[src/rtl/dcache_arb_pkg.sv]
// Shared definitions for the dcache arbiter: access-size codes,
// port id width, dcache read latency and the response tag type.
package dcache_arb_pkg;

    localparam int ACCESS_SZ_W = 3;

    localparam logic [ACCESS_SZ_W-1:0] ACCESS_SZ_BYTE = 3'd0;
    localparam logic [ACCESS_SZ_W-1:0] ACCESS_SZ_HALF = 3'd1;
    localparam logic [ACCESS_SZ_W-1:0] ACCESS_SZ_WORD = 3'd2;

    localparam int ARB_PORT_W    = 1;
    localparam int DCACHE_RD_LAT = 2;

    typedef logic [ARB_PORT_W-1:0] port_id_t;

    typedef struct packed {
        logic     vld;
        port_id_t id;
    } rsp_tag_t;

    // Number of bytes touched by a write of the given size code.
    // Unknown codes behave as a full word.
    function automatic logic [2:0] access_nbytes(
        input logic [ACCESS_SZ_W-1:0] sz
    );
        logic [2:0] nb;
        case (sz)
            ACCESS_SZ_BYTE: nb = 3'd1;
            ACCESS_SZ_HALF: nb = 3'd2;
            default:        nb = 3'd4;
        endcase
        return nb;
    endfunction

endpackage

[src/rtl/dcache_arb_rsp_pipe.sv]
// Read-response tag pipeline: DEPTH-deep shift register of {valid,id}.
// Ports: clk, rst (async, active-high), in_vld_i/in_id_i (tag of the
// read issued this cycle), out_vld_o/out_id_o (head stage tag).
module dcache_arb_rsp_pipe
    import dcache_arb_pkg::*;
#(
    parameter int DEPTH = DCACHE_RD_LAT
) (
    input  logic     clk,
    input  logic     rst,
    input  logic     in_vld_i,
    input  port_id_t in_id_i,
    output logic     out_vld_o,
    output port_id_t out_id_o
);

    rsp_tag_t stage_q [DEPTH];

    always_ff @(posedge clk or posedge rst) begin
        if (rst) begin
            for (int i = 0; i < DEPTH; i++) begin
                stage_q[i] <= '0;
            end
        end else begin
            stage_q[0] <= {in_vld_i, in_id_i};
            for (int i = 1; i < DEPTH; i++) begin
                stage_q[i] <= stage_q[i-1];
            end
        end
    end

    assign out_vld_o = stage_q[DEPTH-1].vld;
    assign out_id_o  = stage_q[DEPTH-1].id;

endmodule

[src/rtl/dcache_arb.sv]
// Two-port dcache arbiter: one read or write per cycle, stalls reads that
// partially overlap the previous cycle's write, routes read data back.
// Ports: clk, rst (async, active-high); per requester N (0=LSU, 1=DMA):
//   pN_req/we/addr/wdata/wsz in, pN_gnt/rvalid/rdata/rhit out;
//   dcache side: dc_re/raddr/we/waddr/wdata/wsz out, dc_rdata/dc_hit in.
// Build option: DCACHE_ARB_RR_EN selects round-robin instead of
// fixed priority (port 0 wins) when both ports are eligible.
module dcache_arb
    import dcache_arb_pkg::*;
#(
    parameter int ADDR_W = 32,
    parameter int DATA_W = 32,
    parameter int SZ_W   = ACCESS_SZ_W
) (
    input  logic              clk,
    input  logic              rst,

    input  logic              p0_req,
    input  logic              p0_we,
    input  logic [ADDR_W-1:0] p0_addr,
    input  logic [DATA_W-1:0] p0_wdata,
    input  logic [SZ_W-1:0]   p0_wsz,
    output logic              p0_gnt,
    output logic              p0_rvalid,
    output logic [DATA_W-1:0] p0_rdata,
    output logic              p0_rhit,

    input  logic              p1_req,
    input  logic              p1_we,
    input  logic [ADDR_W-1:0] p1_addr,
    input  logic [DATA_W-1:0] p1_wdata,
    input  logic [SZ_W-1:0]   p1_wsz,
    output logic              p1_gnt,
    output logic              p1_rvalid,
    output logic [DATA_W-1:0] p1_rdata,
    output logic              p1_rhit,

    output logic              dc_re,
    output logic [ADDR_W-1:0] dc_raddr,
    output logic              dc_we,
    output logic [ADDR_W-1:0] dc_waddr,
    output logic [DATA_W-1:0] dc_wdata,
    output logic [SZ_W-1:0]   dc_wsz,
    input  logic [DATA_W-1:0] dc_rdata,
    input  logic              dc_hit
);

    logic [1:0]        req;
    logic [1:0]        we;
    logic [ADDR_W-1:0] addr  [2];
    logic [DATA_W-1:0] wdata [2];
    logic [SZ_W-1:0]   wsz   [2];

    assign req      = {p1_req, p0_req};
    assign we       = {p1_we, p0_we};
    assign addr[0]  = p0_addr;
    assign addr[1]  = p1_addr;
    assign wdata[0] = p0_wdata;
    assign wdata[1] = p1_wdata;
    assign wsz[0]   = p0_wsz;
    assign wsz[1]   = p1_wsz;

    // Last-write tracker: the write granted in the previous cycle
    logic              lw_vld_q, lw_vld_d;
    logic [ADDR_W-1:0] lw_addr_q, lw_addr_d;
    logic [SZ_W-1:0]   lw_wsz_q, lw_wsz_d;

    logic [2:0]        lw_nb;
    logic [ADDR_W:0]   wr_lo;
    logic [ADDR_W:0]   wr_hi;

    assign lw_nb = access_nbytes(ACCESS_SZ_W'(lw_wsz_q));
    // One extra bit so ranges near the top of memory do not wrap
    assign wr_lo = {1'b0, lw_addr_q};
    assign wr_hi = wr_lo + (ADDR_W+1)'(lw_nb) - (ADDR_W+1)'(1);

    logic [1:0] haz;
    logic [1:0] elig;

    for (genvar n = 0; n < 2; n++) begin : g_haz
        logic [ADDR_W:0] rd_lo;
        logic [ADDR_W:0] rd_hi;
        logic            ovl;

        assign rd_lo = {1'b0, addr[n]};
        assign rd_hi = rd_lo + (ADDR_W+1)'(3);
        assign ovl   = (rd_lo <= wr_hi) && (wr_lo <= rd_hi);
        // Same start address is forwarded inside the dcache, so only
        // a partial overlap has to wait a cycle.
        assign haz[n]  = !we[n] && lw_vld_q && ovl &&
                         (addr[n] != lw_addr_q);
        assign elig[n] = req[n] && !haz[n];
    end

    logic pref;

`ifdef DCACHE_ARB_RR_EN
    logic rr_ptr_q, rr_ptr_d;
    assign pref = rr_ptr_q;
`else
    assign pref = 1'b0;
`endif

    logic gnt_any;
    logic sel;

    always_comb begin
        gnt_any = 1'b0;
        sel     = 1'b0;
        if (!rst) begin
            unique case (elig)
                2'b01: begin
                    gnt_any = 1'b1;
                    sel     = 1'b0;
                end
                2'b10: begin
                    gnt_any = 1'b1;
                    sel     = 1'b1;
                end
                2'b11: begin
                    gnt_any = 1'b1;
                    sel     = pref;
                end
                default: begin
                    gnt_any = 1'b0;
                    sel     = 1'b0;
                end
            endcase
        end
    end

    assign p0_gnt = gnt_any && !sel;
    assign p1_gnt = gnt_any && sel;

    always_comb begin
        dc_re    = 1'b0;
        dc_raddr = '0;
        dc_we    = 1'b0;
        dc_waddr = '0;
        dc_wdata = '0;
        dc_wsz   = '0;
        if (gnt_any) begin
            if (we[sel]) begin
                dc_we    = 1'b1;
                dc_waddr = addr[sel];
                dc_wdata = wdata[sel];
                dc_wsz   = wsz[sel];
            end else begin
                dc_re    = 1'b1;
                dc_raddr = addr[sel];
            end
        end
    end

    assign lw_vld_d  = gnt_any && we[sel];
    assign lw_addr_d = lw_vld_d ? addr[sel] : lw_addr_q;
    assign lw_wsz_d  = lw_vld_d ? wsz[sel]  : lw_wsz_q;

    always_ff @(posedge clk or posedge rst) begin
        if (rst) begin
            lw_vld_q  <= 1'b0;
            lw_addr_q <= '0;
            lw_wsz_q  <= '0;
        end else begin
            lw_vld_q  <= lw_vld_d;
            lw_addr_q <= lw_addr_d;
            lw_wsz_q  <= lw_wsz_d;
        end
    end

`ifdef DCACHE_ARB_RR_EN
    // Hand preference to the other port after every grant
    assign rr_ptr_d = gnt_any ? !sel : rr_ptr_q;

    always_ff @(posedge clk or posedge rst) begin
        if (rst) begin
            rr_ptr_q <= 1'b0;
        end else begin
            rr_ptr_q <= rr_ptr_d;
        end
    end
`endif

    logic     rsp_vld;
    port_id_t rsp_id;

    dcache_arb_rsp_pipe #(
        .DEPTH(DCACHE_RD_LAT)
    ) u_rsp_pipe (
        .clk      (clk),
        .rst      (rst),
        .in_vld_i (gnt_any && !we[sel]),
        .in_id_i  (port_id_t'(sel)),
        .out_vld_o(rsp_vld),
        .out_id_o (rsp_id)
    );

    assign p0_rvalid = rsp_vld && (rsp_id == port_id_t'(0));
    assign p1_rvalid = rsp_vld && (rsp_id == port_id_t'(1));
    assign p0_rdata  = p0_rvalid ? dc_rdata : '0;
    assign p1_rdata  = p1_rvalid ? dc_rdata : '0;
    assign p0_rhit   = p0_rvalid && dc_hit;
    assign p1_rhit   = p1_rvalid && dc_hit;

endmodule

[config.mk]
export PLATFORM = sky130hd
export DESIGN_NAME = dcache_arb
export DESIGN_NICKNAME = d
export VERILOG_FILES = /design/src/rtl/dcache_arb_pkg.sv /design/src/rtl/dcache_arb_rsp_pipe.sv /design/src/rtl/dcache_arb.sv
export SDC_FILE = /design/constraint.sdc
export NUM_CORES = 1
export LEC_CHECK = 0
export CORE_MARGIN = 2
export CORE_UTILIZATION = 40
export DETAILED_ROUTE_END_ITERATION = 12
export PLACE_DENSITY = 0.72
export SLEW_MARGIN = 10
export SYNTH_ARGS = -nofsm -noshare
export SYNTH_HDL_FRONTEND = slang
export SYNTH_SLANG_ARGS = --single-unit
[constraint.sdc]
create_clock -name clk -period 12.74 [get_ports clk]
set_input_delay 1.274 -clock clk [delete_from_list [all_inputs] [get_ports clk]]
set_output_delay 1.274 -clock clk [all_outputs]
set_load 0.005 [all_outputs]
After elaboration in Yosys (flattened, before gate mapping)
Index checks and enable logic that the tools add are counted.
W data, S select, Z words.

storage, ports and cells
  register bits after elaboration = 40
  bits in latches = 0
  memory bits (writable) = 0
  ROM bits = 0
  bits of input ports = 173
  output and inout port bits = 171
  word-level logic and storage cells = 81
  memories kept = 0

cells by class
  add/sub/neg operators = 4
  multiply operators = 0
  divide/modulo/power cells = 0
  $lt $le $gt $ge = 6
  equal/unequal tests = 6
  shift operators = 0
  multiplexer cells = 30
  bitwise gates (word level) = 2
  reduce and logical (&&, ||, !) cells = 26

operators with widths
  cell                     count
  $mux W32                 14
  $le A32 B33 Y1           4
  $add A32 B2 Y33 const B  2
  $ne A32 B32 Y1           2
  $add A32 B3 Y33          1
  $sub A33 B1 Y33 const B  1
  $logic_and A1 B1 Y1      18
  $mux W3                  5
  $mux W1                  10
  $logic_not A1 Y1         6
  $pmux W3 S2              1
  $eq A2 B2 Y1 const B     2
  $eq A3 B1 Y1 const B     1
  $logic_not A3 Y1         1
  $reduce_or A3 Y1         1
  $eq A2 B1 Y1 const B     1
  $ge A2 B2 Y1 const B     1
  $lt A1 B2 Y1 const B     1
  $not A1 Y2               1
  $not A1 Y1               1

Longest topological paths before layout
  word-level depth = 19
  gate-level depth with buffers = 30
  depth with buffers taken out = 27

By module
A second synthesis with hierarchy kept.

second synthesis, totals
  cell total of the unflattened synthesis = 1441
  area total of the unflattened synthesis = 10681.5 µm²

by module, submodules not included
  module               instances  cells each  area an instance (µm²)  sequential area each (µm²)
  dcache_arb           1          1436        10577.6                 900.9
  dcache_arb_rsp_pipe  1          5           103.8                   100.1

Worst setup path before layout
OpenSTA, ideal clock, no wires.

  path type = flip-flop to output port
  start = register lw_wsz_q[2]
  end = output port dc_waddr[0]
  arrival = 5.607 ns
  data required time = 11.466 ns
  path slack = 5.859 ns
  cell stages (with the launch flop) = 30
  buffers on the path = 3
  cell sequence = dfrtp_1 > nor2_1 > nand2_1 > ha_1 > inv_1 > ha_1 > fa_1 > a21o_1 > a221oi_1 > o31ai_1 > nand3_1 > a31oi_1 > a31oi_1 > nand2_1 > a31o_2 > a21oi_1 > xor2_1 > ha_1 > nor4_1 > a32oi_1 > a2111oi_0 > nand3b_1 > mux2_1 > nand4_1 > nand4_4 > and2_4 > buf_6 > buf_6 > buf_6 > a21oi_1

between the ends
  cells in the longest elaborated chain, start to end = 19
  elaborated cells on any way between the ends = 33
  classes of those cells = 2 x add/sub; 2 x order compare; 4 x eq/ne; 12 x mux; 1 x bitwise; 12 x reduce/logical

ends and longest elaborated chain
  what                                                     line                  text
  start: declaration                                       dcache_arb.sv:66      logic [SZ_W-1:0] lw_wsz_q, lw_wsz_d;
  start signal: assignment                                 dcache_arb.sv:167     lw_wsz_q <= lw_wsz_d;
  $eq A3 B1 Y1 / $logic_not A3 Y1 (equally long branches)  dcache_arb_pkg.sv:27  case (sz)
  $pmux W3 S2 *                                            dcache_arb_pkg.sv:27
  $add A32 B3 Y33 *                                        dcache_arb.sv:75      assign wr_hi = wr_lo + (ADDR_W+1)'(lw_nb) - (ADDR_W+1)'(1);
  $sub A33 B1 Y33 *                                        dcache_arb.sv:75
  $le A32 B33 Y1                                           dcache_arb.sv:87      assign ovl = (rd_lo <= wr_hi) && (wr_lo <= rd_hi);
  $logic_and A1 B1 Y1                                      dcache_arb.sv:87
  $logic_and A1 B1 Y1 (2 in a row)                         dcache_arb.sv:90      assign haz[n] = !we[n] && lw_vld_q && ovl &&
  $logic_not A1 Y1                                         dcache_arb.sv:92      assign elig[n] = req[n] && !haz[n];
  $logic_and A1 B1 Y1                                      dcache_arb.sv:92
  $eq A2 B2 Y1                                             dcache_arb.sv:111     unique case (elig)
  $mux W1                                                  dcache_arb.sv:111
  $mux W1                                                  dcache_arb.sv:110     if (!rst) begin
  $not A1 Y2 (implied by the code)                         dcache_arb.sv:145     dc_waddr = addr[sel];
  $mux W32 (implied by the code) (3 in a row)              dcache_arb.sv:145
  $mux W32                                                 dcache_arb.sv:143     if (we[sel]) begin
  $mux W32 *                                               dcache_arb.sv:142     if (gnt_any) begin
  end: declaration                                         dcache_arb.sv:41      output logic [ADDR_W-1:0] dc_waddr,

Mark *: on every way between the ends. The rest lies on a longest branch, timed or not. The select of a mux whose other input is x is not followed.

Final worst setup path
  start = register lw_wsz_q[2]
  end = output port dc_wdata[1]

between the ends
  cells in the longest elaborated chain, start to end = 19
  elaborated cells on any way between the ends = 33
  classes of those cells = 2 x add/sub; 2 x order compare; 4 x eq/ne; 12 x mux; 1 x bitwise; 12 x reduce/logical

ends and longest elaborated chain
  what                                                     line                  text
  $eq A3 B1 Y1 / $logic_not A3 Y1 (equally long branches)  dcache_arb_pkg.sv:27
  $pmux W3 S2 *                                            dcache_arb_pkg.sv:27
  $add A32 B3 Y33 *                                        dcache_arb.sv:75
  $sub A33 B1 Y33 *                                        dcache_arb.sv:75
  $le A32 B33 Y1                                           dcache_arb.sv:87
  $logic_and A1 B1 Y1                                      dcache_arb.sv:87
  $logic_and A1 B1 Y1 (2 in a row)                         dcache_arb.sv:90
  $logic_not A1 Y1                                         dcache_arb.sv:92
  $logic_and A1 B1 Y1                                      dcache_arb.sv:92
  $eq A2 B2 Y1                                             dcache_arb.sv:111
  $mux W1                                                  dcache_arb.sv:111
  $mux W1                                                  dcache_arb.sv:110
  $not A1 Y2 (implied by the code)                         dcache_arb.sv:146     dc_wdata = wdata[sel];
  $mux W32 (implied by the code) (3 in a row)              dcache_arb.sv:146
  $mux W32                                                 dcache_arb.sv:143
  $mux W32 *                                               dcache_arb.sv:142
  end: declaration                                         dcache_arb.sv:42      output logic [DATA_W-1:0] dc_wdata,

Marks and branches as above.

==> impl_metrics.env <==
export IMPL_rsz_0062_raised_after_global_routing="false"
export IMPL_fp_dieArea_sq_um=26600
export IMPL_post_synth_inst_count=1371
export IMPL_worst_path_buf_inv=3
export IMPL_synthToLayoutAreaGrowth_pct=36.03
export IMPL_cp_required_ns=11.47
export IMPL_rows=58
export IMPL_synthesis_area_sq_um=10120
export IMPL_post_cts_resized=0
export IMPL_cts_buffers=5
export IMPL_finalWirelength_um=46330
export IMPL_synth_sequential_area_ratio_pct=9.888
export IMPL_synth_fp_nets=1707
export IMPL_first_global_vias=11660
export IMPL_endpoint_worst_hold="u_rsp_pipe.out_vld_o$_DFF_PP0_"
export IMPL_synth_largest_type_area_fraction_pct=20.02
export IMPL_cts_post_setup_buffers_inserted=0
export IMPL_cpMostUsedCell="ha_1"
export IMPL_cts_sink_count=40
export IMPL_worst_pin_slew_ns=0.8772
export IMPL_cellPowerDensity_nw_per_um2=153.8
export IMPL_post_place_setup_slack_ns=3.124
export IMPL_synth_fa_ha_area_share_pct=20.22
export IMPL_pin_count_of_the_biggest_net_entering_global_routing=69
export IMPL_async_reset_ff_share_pct=100.0
export IMPL_holdBufCountCts=0
export IMPL_ys_seq_elements=40
export IMPL_final_antenna_net_count=0
export IMPL_vias=12260
export IMPL_r2r_worst_path_cells=26
export IMPL_cts_max_path_buffers=2
export IMPL_grt_pass1_wl_um=68570
export IMPL_worstHoldPathType="reg -> reg"
export IMPL_port_buffer_count=343
export IMPL_library_cell_used_as_clock_root_buffer="clkbuf_16"
export IMPL_hold_depth=0
export IMPL_die_y_um=163.1
export IMPL_critical_path_reg2reg_startpoint="lw_wsz_q[2]$_DFFE_PP0P_"
export IMPL_share_of_final_layout_standard_cells_stronger_than_drive_strength_1_pct=5.103
export IMPL_synth_warning_count=0
export IMPL_critical_path_max_fanout=47
export IMPL_timing_critical_path_max_delay_family="compound AO/OA/AOI/OAI gates"
export IMPL_fin_ws_ns=2.726
export IMPL_cts_htree_levels=2
export IMPL_worst_r2r_endpoint="lw_vld_q$_DFF_PP0_"
export IMPL_crit_slowest_cell="a2111oi_0"
export IMPL_synthFlopType="dfrtp_1"
export IMPL_achievable_frequency_mhz=99.86
export IMPL_finalCritPeriodShare_pct=78.60
export IMPL_synth_simple_area_share_pct=23.25
export IMPL_synth_compound_area_share_pct=27.03
export IMPL_worst_setup_path_type="reg -> out"
export IMPL_critical_path_max_stage_delay_ns=0.73
export IMPL_grt_remaining_overflow=0
export IMPL_drcViolationCount=0
export IMPL_post_drt_via_cell_ratio=6.201
export IMPL_final_weighted_congestion_of_routability_driven_global_placement=0.9894
export IMPL_layout_core_utilization_pct=55.00
export IMPL_start_util_pct=40.43
export IMPL_setup_tns_ns=0
export IMPL_number_of_antenna_violations_at_the_first_check_in_global_routing=0
export IMPL_syn_avg_cell_area_sq_um=7.384
export IMPL_overall_fraction_of_global_route_tracks_in_use_pct=33.53
export IMPL_first_iter_violations=1162
export IMPL_critical_path_cell_count=28
export IMPL_final_worst_clock_skew_ns=0.008950
export IMPL_timing_critical_path_to_type="output pin"
export IMPL_pins_over_slew_limit=0
export IMPL_netlist_cell_type_count=72
export IMPL_die_width_um=163.1
export IMPL_finalNetCount=1981
export IMPL_setup_violations=0
export IMPL_synth_most_common_cell="ha_1"
export IMPL_arrival_time_at_the_worst_endpoint_ns=8.74
export IMPL_coreArea_sq_um=25040
export IMPL_clock_network_latency_to_the_later_pin_of_the_worst_skew_pair_ns=0.31
export IMPL_cts_tree="yes"
export IMPL_relSlewSlack_pct=40.01
export IMPL_min_from="u_rsp_pipe.stage_q[3]$_DFF_PP0_"
export IMPL_post_route_min_period_ns=10.01
export IMPL_hold_violations=0
export IMPL_peakVddDrop_uv=115.1
export IMPL_drt_pass1_iterations=6
export IMPL_r2r_setup_slack_ns=4.69
export IMPL_timing_critical_path_from_type="flip-flop"
export IMPL_most_common_library_cells_after_synthesis="ha_1 (162), a21oi_1 (146), nand3_1 (105)"
export IMPL_yosysTopAreaCell="ha_1"
export IMPL_synth_mux_area_fraction_pct=0.1112
export IMPL_routedWlPerCell_um=23.44
export IMPL_drv_max_cap_violation_count=0
export IMPL_xor_and_xnor_fraction_of_the_mapped_netlist_area_pct=13.06
export IMPL_outcome="finished clean"
export IMPL_clkTransAtPathRegs_ns=0.07
export IMPL_synth_enable_flop_cells=0
export IMPL_power_leakage_nw=5.458
export IMPL_io_pins=344
export IMPL_synth_area_leaders="ha_1 (20%), dfrtp_1 (9.9%), xor2_1 (8.1%)"
export IMPL_synth_top_family_by_area="compound AO/OA/AOI/OAI gates"
export IMPL_post_dp_hpwl_um=36880
-- cell families after synthesis --
group	Yosys count
muxes	1
xor gates and xnor gates	151
buffers and inverters	144
and+or+nand+nor	436
adders and majority gates	163
AOI/OAI and AO/OA	436
DFF	40
-- power breakdown --
| part | switching [mW] | leakage [nW] | total, mW | internal, mW |
|---|---|---|---|---|
| Combinational | 1.01 | 4.94 | 1.73 | 0.721 |
| Clock | 0.0627 | 0.0712 | 0.141 | 0.0786 |
| Sequential | 0.0871 | 0.447 | 0.244 | 0.157 |
| Total | 1.16 | 5.46 | 2.12 | 0.956 |
-- routing by layer --
layer  track usage (%)  routed length (um)  vias to the layer above  share of wire [%]
met2             55.45               21310                      708                 46
met1             43.29               18640                     5843                 40
met5                 0                   0                        -                  0
li1                  -                   -                     5602                  -
met4             14.28                2068                        0                4.5
met3             5.282                4322                      107                9.3
-- final cells by class --
type                            count  area [sq um]
Timing Repair Buffer              353          3508
Clock buffer                        8         146.4
Multi-Input combinational cell   1187          8482
Fill cell                        2386         11270
Inverter                           58         217.7
Sequential cell                    40          1001
Tap cell                          330         412.9
Antenna cell                        1         2.502
-- cells in the final DEF, fill, tap and decap left out, types with 39 or more instances in the layout --
| cell type | Yosys | routed |
|---|---|---|
| nand4_1 | 39 | 39 |
| dfrtp_1 | 40 | 40 |
| and3_1 | 46 | 46 |
| nor2_1 | 54 | 54 |
| inv_1 | 58 | 58 |
| xor2_1 | 94 | 94 |
| ha_1 | 162 | 162 |
| nand3_1 | 105 | 105 |
| a21oi_1 | 146 | 146 |
| clkdlybuf4s50_1 | 0 | 343 |
| xnor2_1 | 57 | 57 |
| o21ai_0 | 104 | 104 |
| nand2_1 | 73 | 72 |
| a21oi_2 | 49 | 49 |
-- how the worst max path moves through the flow --
stage / start / to / slack (ns)
floorplan: lw_wsz_q[2]$_DFFE_PP0P_ / dc_waddr[0] / 5.86
global placement: p0_addr[4] / dc_waddr[19] / 3.22
detailed placement: p0_addr[4] / dc_wdata[1] / 3.12
CTS: lw_wsz_q[2]$_DFFE_PP0P_ / dc_wdata[1] / 2.89
global route: lw_wsz_q[2]$_DFFE_PP0P_ / dc_wdata[1] / 2.29
finish: lw_wsz_q[2]$_DFFE_PP0P_ / dc_wdata[1] / 2.73
-- state kept, by name (all words and copies together), names as in the netlist --
signal	count
lw_addr_q	32
lw_vld_q	1
lw_wsz_q	3
u_rsp_pipe.out_id_o	1
u_rsp_pipe.out_vld_o	1
u_rsp_pipe.stage_q	2
-- worst register-to-register path, stage by stage, from the launching register on --
cell and delay (ns):
dfrtp_1 0.39, nor2_1 0.25, nand2_1 0.10, ha_1 0.27, inv_1 0.06, ha_1 0.21
fa_1 0.23, a21o_1 0.17, a221oi_1 0.11, o31ai_1 0.70, nand3_1 0.25, a31oi_1 0.50
a21o_1 0.19, a211o_1 0.12, nand2_1 0.08, ha_1 0.33, nand4_1 0.18, nor4_1 0.53
o211ai_1 0.18, a31o_1 0.22, and4_1 0.16, a2111oi_0 0.41, nand4_1 0.35, nand4_4 0.57
and2_4 0.71, buf_4 0.54, inv_1 0.12
-- stage by stage --
stage	hold slack (ns)	cell area (sq um)	std cells	power, mW
2_1_floorplan	0.3312	10120	1371	1.365
3_5_place_dp	0.3358	13620	1968	1.926
3_3_place_gp	0.3331	13620	1968	1.908
6_report	0.3586	13770	1977	2.118
5_1_grt	0.3684	13770	1976	2.299
4_1_cts	0.3523	13770	1976	2.077
No activity file was read; power rests on OpenSTA's default activity.
